===== config.mk =====
export PLATFORM = sky130hd
export DESIGN_NAME = serial_addsub
export DESIGN_NICKNAME = d
export VERILOG_FILES = /design/src/rtl/serial_addsub.sv
export SDC_FILE = /design/constraint.sdc
export NUM_CORES = 1
export LEC_CHECK = 0
export ABC_AREA = 0
export ABC_CLOCK_PERIOD_IN_PS = 4000
export BUFFER_PORTS_ARGS = -buffer_cell sky130_fd_sc_hd__buf_2
export CORE_ASPECT_RATIO = 1.2
export CORE_MARGIN = 2
export CORE_UTILIZATION = 58
export CTS_BUF_LIST = sky130_fd_sc_hd__clkbuf_8
export DETAILED_ROUTE_END_ITERATION = 10
export PLACE_DENSITY = 0.84
export SYNTH_ARGS = -nofsm -noshare
export SYNTH_HDL_FRONTEND = slang
export SYNTH_SLANG_ARGS = --single-unit

===== constraint.sdc =====
create_clock -name clk -period 4 [get_ports clk]
set_input_delay 0.2 -clock clk [delete_from_list [all_inputs] [get_ports clk]]
set_output_delay 0.2 -clock clk [all_outputs]
set_load 0.02 [all_outputs]

===== src/rtl/serial_addsub.sv =====
`default_nettype none
// ----------------------------------------------------------------------------
// serial_addsub : digit-serial add/subtract, DIGIT bits per clock, LSB first
// Revision      : 1.0
// ----------------------------------------------------------------------------
module serial_addsub #(
  parameter int WIDTH = 16,
  parameter int DIGIT = 4
) (
  input  logic             clk,
  input  logic             rst_n,
  input  logic             start,
  input  logic             mode,
  input  logic [WIDTH-1:0] A,
  input  logic [WIDTH-1:0] B,
  input  logic             cbin,
  output logic             busy,
  output logic             done,
  output logic [WIDTH-1:0] result,
  output logic             cbout,
  output logic             ovf
);

  localparam int NDIG = WIDTH / DIGIT;
  localparam int CW   = (NDIG > 1) ? $clog2(NDIG) : 1;
  localparam int SW   = $clog2(WIDTH) + 1;

  typedef enum logic [1:0] {
    IDLE = 2'd0,
    RUN  = 2'd1,
    DONE = 2'd2
  } state_t;

  state_t           state;
  logic [WIDTH-1:0] a_q;
  logic [WIDTH-1:0] b_q;
  logic [WIDTH-1:0] acc;
  logic             mode_q;
  logic             carry;
  logic [CW-1:0]    cnt;

  logic [SW-1:0]    shamt;
  logic [DIGIT-1:0] a_dig;
  logic [DIGIT-1:0] b_dig;
  logic [DIGIT:0]   ext;
  logic             carry_nxt;
  logic [WIDTH-1:0] acc_nxt;
  logic             last;
  logic             ovf_nxt;

  // The top bit of the (DIGIT+1)-bit digit result is the carry for add and,
  // being the sign of a-b-c, the borrow for subtract.
  always_comb begin
    shamt     = SW'(cnt) * SW'(DIGIT);
    a_dig     = DIGIT'(a_q >> shamt);
    b_dig     = DIGIT'(b_q >> shamt);
    if (mode_q)
      ext = {1'b0, a_dig} - {1'b0, b_dig} - (DIGIT+1)'(carry);
    else
      ext = {1'b0, a_dig} + {1'b0, b_dig} + (DIGIT+1)'(carry);
    carry_nxt = ext[DIGIT];
    acc_nxt   = (acc >> DIGIT) | (WIDTH'(ext[DIGIT-1:0]) << (WIDTH - DIGIT));
    last      = (cnt == CW'(NDIG - 1));
    if (mode_q)
      ovf_nxt = (a_q[WIDTH-1] != b_q[WIDTH-1]) && (acc_nxt[WIDTH-1] != a_q[WIDTH-1]);
    else
      ovf_nxt = (a_q[WIDTH-1] == b_q[WIDTH-1]) && (acc_nxt[WIDTH-1] != a_q[WIDTH-1]);
  end

  always_ff @(posedge clk or negedge rst_n) begin
    if (!rst_n) begin
      state  <= IDLE;
      a_q    <= '0;
      b_q    <= '0;
      acc    <= '0;
      mode_q <= 1'b0;
      carry  <= 1'b0;
      cnt    <= '0;
      busy   <= 1'b0;
      done   <= 1'b0;
      result <= '0;
      cbout  <= 1'b0;
      ovf    <= 1'b0;
    end else begin
      case (state)
        IDLE, DONE: begin
          done <= 1'b0;
          if (start) begin
            a_q    <= A;
            b_q    <= B;
            mode_q <= mode;
            carry  <= cbin;
            cnt    <= '0;
            acc    <= '0;
            busy   <= 1'b1;
            state  <= RUN;
          end else begin
            state  <= IDLE;
          end
        end
        RUN: begin
          carry <= carry_nxt;
          acc   <= acc_nxt;
          if (last) begin
            state  <= DONE;
            busy   <= 1'b0;
            done   <= 1'b1;
            result <= acc_nxt;
            cbout  <= carry_nxt;
            ovf    <= ovf_nxt;
            cnt    <= '0;
          end else begin
            cnt    <= cnt + CW'(1);
          end
        end
        default: state <= IDLE;
      endcase
    end
  end

endmodule
`default_nettype wire


* Word level (Yosys, flattened, before mapping)
Index checks and enable logic that the tools add are counted.
** Operators by class
- Divide/modulo/power cells :: 0
- Muxes and demuxes :: 17
- $lt $le $gt $ge :: 0
- Bitwise operators :: 1
- $mul :: 0
- Shift operators :: 2
- $add $sub $neg :: 5
- Reduce and logical (&&, ||, !) cells :: 10
- Equal/unequal tests :: 8
** Operator list (count)
- $pmux 16 s2 :: 1
- $shr 16x4->4 :: 2
- $mux 16 :: 1
- $or 12x16->16 :: 1
- $pmux 2 s2 :: 2
- $reduce_and 2->1 :: 4
- $mux 1 :: 6
- $mux 2 :: 3
- $pmux 1 s2 :: 3
- $add 4x4->5 :: 1
- $add 5x1->5 :: 1
- $mux 5 :: 1
- $sub 4x4->5 :: 1
- $sub 5x1->5 :: 1
- $eq 2x2->1 const B :: 2
- $ne 2x2->1 const B :: 2
- $reduce_and 3->1 :: 1
- $add 2x1->2 const B :: 1
- $eq 2x1->1 const B :: 1
- $logic_and 1x1->1 :: 2
- $logic_not 2->1 :: 1
- $ne 1x1->1 :: 2
- $reduce_bool 2->1 :: 1
- $reduce_or 2->1 :: 1
- $eq 1x1->1 :: 1
** Word-level totals
- Word-level logic and storage cells :: 55
- Memory bits (read-only) :: 0
- Memories :: 0
- Bits in latches :: 0
- Register bits after elaboration :: 74
- Memory bits (writable) :: 0

* Longest topological paths before layout
- Depth after elaboration :: 8
- Mapped depth :: 11
- Gate-level depth less buffers :: 10

* Worst setup path before layout
No wires, ideal clock.
- Kind :: register to register
- From :: register cnt[0]
- To :: register ovf
- Data arrival time :: 3.006 ns
- Cell stages (with the launch flop) :: 10
- Slack :: 0.870 ns
- Data required time :: 3.876 ns
- Period minus slack after synthesis :: 3.130 ns
- Cell sequence :: dfrtp_1 buf_6 mux4_1 fa_1 ha_1 or2b_2 nand4_1 a21oi_1 o41a_1 o31a_1
** Between the ends
- Word-level cells in the longest chain between the ends :: 8
** RTL lines
- from (decl) :: line 40 : logic [CW-1:0] cnt;
- from (signal assigned) :: line 113 : cnt <= cnt + CW'(1);
- $shr 16x4->4 (on tied branches) :: line 55, 56
- $add 4x4->5 / $sub 4x4->5 (equally long branches) :: line 60, 58
- $add 5x1->5 / $sub 5x1->5 (equally long branches) :: line 60, 58
- $mux 5 :: line 57 : if (mode_q)
- $or 12x16->16 :: line 62 : acc_nxt = (acc >> DIGIT) | (WIDTH'(ext[DIGIT-1:0]) << (WIDTH - DIGIT));
- $ne 1x1->1 :: line 65, 67
- $logic_and 1x1->1 (on tied branches) :: line 67, 65
- $mux 1 :: line 64 : if (mode_q)
- to (signal assigned) :: line 110 : ovf <= ovf_nxt;
- to (decl) :: line 21 : output logic ovf
Parallel ways exist; a longest one is shown, timed or not.
A chain may end at the register's enable or synchronous reset.

* Final worst setup path
- From :: register cnt[1]
- To :: register ovf
Same word-level chain as after synthesis.

==> flow_summary.toml <==
[power]
p_leak_nw = 2.04
ir_drop_uv = 454
p_per_area_mw_per_mm2 = 1020

[layout]
area_growth_pct = 17.5
layout_commonest_cell = "nand2_1"
nFillCells = 411
finalNonFillerCells = 436
diodes = 0
final_cell_mix = "nand2_1, dfrtp_1, buf_2, mux2_2, inv_1"
final_nets = 416
postLayoutCellArea_mm2 = 0.00386
drive_gt1_share_pct = 26.3

[synthesis]
syn_nets = 358
yosysSeqAreaShare_pct = 53.3
syn_inst = 309
avgSynthCellArea_um2 = 10.6
syn_area_mm2 = 0.00329
synth_edf_count = 0
async_flop_share_pct = 100
ys_types = 35
yosysWarnings = 0
ys_ff_latch = 70
synthFlopType = "dfrtp_1"

[floorplan]
core_mm2 = 0.00556
num_rows = 30
design.die.area_mm2 = 0.00629
fp.dieW_um = 72.7
initial_utilization_pct = 59.2
io_pins = 57
die_h_um = 86.5

[sta]
finalSetupViolations = 0
fin_ws_ps = 887
skew_ps = 9.00
rsz0062_at_grt = "no"
fin_crit_sh_pct = 77.8
report.final.slew_viol_count = 0
finalCriticalPeriod_ps = 3110
slew-limit-headroom_pct = 42.9
fmax_ghz = 0.321
worst_pin_slew_ps = 855
hold_violations = 0
fin_tns_setup_ps = 0

[worst_setup_path]
cp-start-kind = "register"
crit_start = "cnt[1]"
required_ps = 4230
rr_endpoint = "ovf"
critPathArrivalTime_ps = 3340
end_kind = "register"
cp_slowest_stage_delay_ps = 630
crit_slowest_cell = "dfrtp_1"
crit_family = "adder cells"
rrSetupSlack_ps = 890
worstReg2RegStart = "cnt[1]"
path_cells = "mux4_1 -> fa_1 -> ha_1 -> or2b_2 -> nand4_1 -> a21oi_1 -> o41a_1 -> o31a_1"
critPathKind = "register to register"
path_buf_inv = 0
cp_max_fo = 15
reg2reg_depth = 8

[clock_network]
clk_pin_slew_ps = 70
numCtsBuffers = 9
post_cts_resized = 0
clk_path_buf_depth = 2
clock_latency_ps = 350
cts_tree = "done"
cts.sinks = 70
h-tree-depth = 3
cts_root_buffer = "clkbuf_8"

[place]
pre_cts_ws_ps = 902
hpwlAfterDp_um = 4410
dpl.cell_count = 419
gp_congestion = 0.898
io_buffers = 56
dpl-instance-area_mm2 = 0.00360

[routing]
num_vias = 2398
drtPass1Iterations = 4
drcViolationCount = 0
ant_nets = 0
met1_length_um = 2570
met3_wirelength_um = 327
finalWirelength_um = 6230
top_layer_used = "met4"
drtIter0Drc = 215
routedWlPerCell_um = 14.3
dr_wl_met2_um = 3240
avgViaCountPerCell = 5.50

[grt]
antenna_found_initial = 0
track_usage_pct = 22.0
grt_max_degree = 48
grt_first_pass_wirelength_um = 10600
grt_pass1_vias = 2360
grt-ovfl-total = 0

[worst_hold_path]
holdPathEnd = "a_q[2]"
hold_start = "A[2]"
min_path_cells = 3
hold_path.class = "primary input to register"

[flow_run]
max_cap_violations = 0

[run_status]
outcome = "finished, final reports clean"
-- worst min-delay path, delay by kind of cell --
family                 cells  cell delay (ps)
buffers and inverters      1               70
and+or+nand+nor            2               80
-- cell families after synthesis --
group / Yosys count / share of synthesized area [%]
flip-flops: 70 / 53.3
adder cells (fa/ha/maj): 12 / 5.48
buffers and inverters: 27 / 3.88
AND/OR/NAND/NOR: 135 / 16.7
XOR/XNOR: 4 / 1.07
multiplexers: 26 / 12.0
AO/OA/AOI/OAI: 35 / 7.57
-- power breakdown --
group          switching [W]  total, W  internal [W]  leakage (nW)
sequential          0.000221   0.00127       0.00105         0.870
combinational        0.00110   0.00200      0.000899          1.04
clock               0.000260  0.000690      0.000430         0.126
total                0.00158   0.00396       0.00237          2.04
-- Yosys cell counts (4+ instances only) --
cell | count | area, um2
a22o_1 | 10 | 87.6
ha_1 | 8 | 100
dfrtp_1 | 70 | 1750
mux4_1 | 7 | 184
mux2_2 | 17 | 191
fa_1 | 4 | 80.1
nand2_1 | 114 | 428
nor2_1 | 7 | 26.3
inv_1 | 12 | 45.0
clkbuf_1 | 11 | 41.3
o21ai_0 | 9 | 45.0
a21oi_1 | 6 | 30.0
-- per-layer routing --
metal,vias to the layer above,global-route usage (%)
met4,0,9.09
met5,-,0
met3,11,5.81
met2,75,35.6
met1,1164,28.1
li1,1148,-
-- state kept, by name (all words and copies together), names as in the netlist --
name	count
state	2
a_q	16
cbout	1
acc	12
result	16
busy	1
cnt	2
b_q	16
done	1
ovf	1
mode_q	1
carry	1
-- what timing repair did --
item                                   4_1_cts  5_1_grt
buffers inserted                             0        0
endpoints found under the hold margin       23        0
hold buffers                                 1        0
-- layout make-up --
cell class	count	area [um2]	share of cell area (%)
tap	64	80.1	2.07
multi-input combinational	212	1410	36.5
clock inverter	6	109	2.82
inverter	12	45.0	1.17
clock buffer	10	138	3.56
timing repair buffer	62	328	8.49
sequential	70	1750	45.4
-- through the flow --
step           power [W]  hold slack, ps  utilization (%)
6_report         0.00396            38.2             69.5
5_1_grt          0.00430            36.2             69.5
4_1_cts          0.00399            29.2             69.5
3_5_place_dp     0.00329             205             64.9
3_3_place_gp     0.00316             195             64.9
2_1_floorplan    0.00279           -95.6                -
-- worst max-delay path by stage --
stage | endpoint | slack, ps | cells past startpoint
after global placement | ovf | 920 | 8
after CTS | ovf | 870 | 8
after floorplan | ovf | 870 | 9
final | ovf | 890 | 8
after global routing | ovf | 750 | 8
after detailed placement | ovf | 900 | 8
Power figures use the tool's default switching activity.
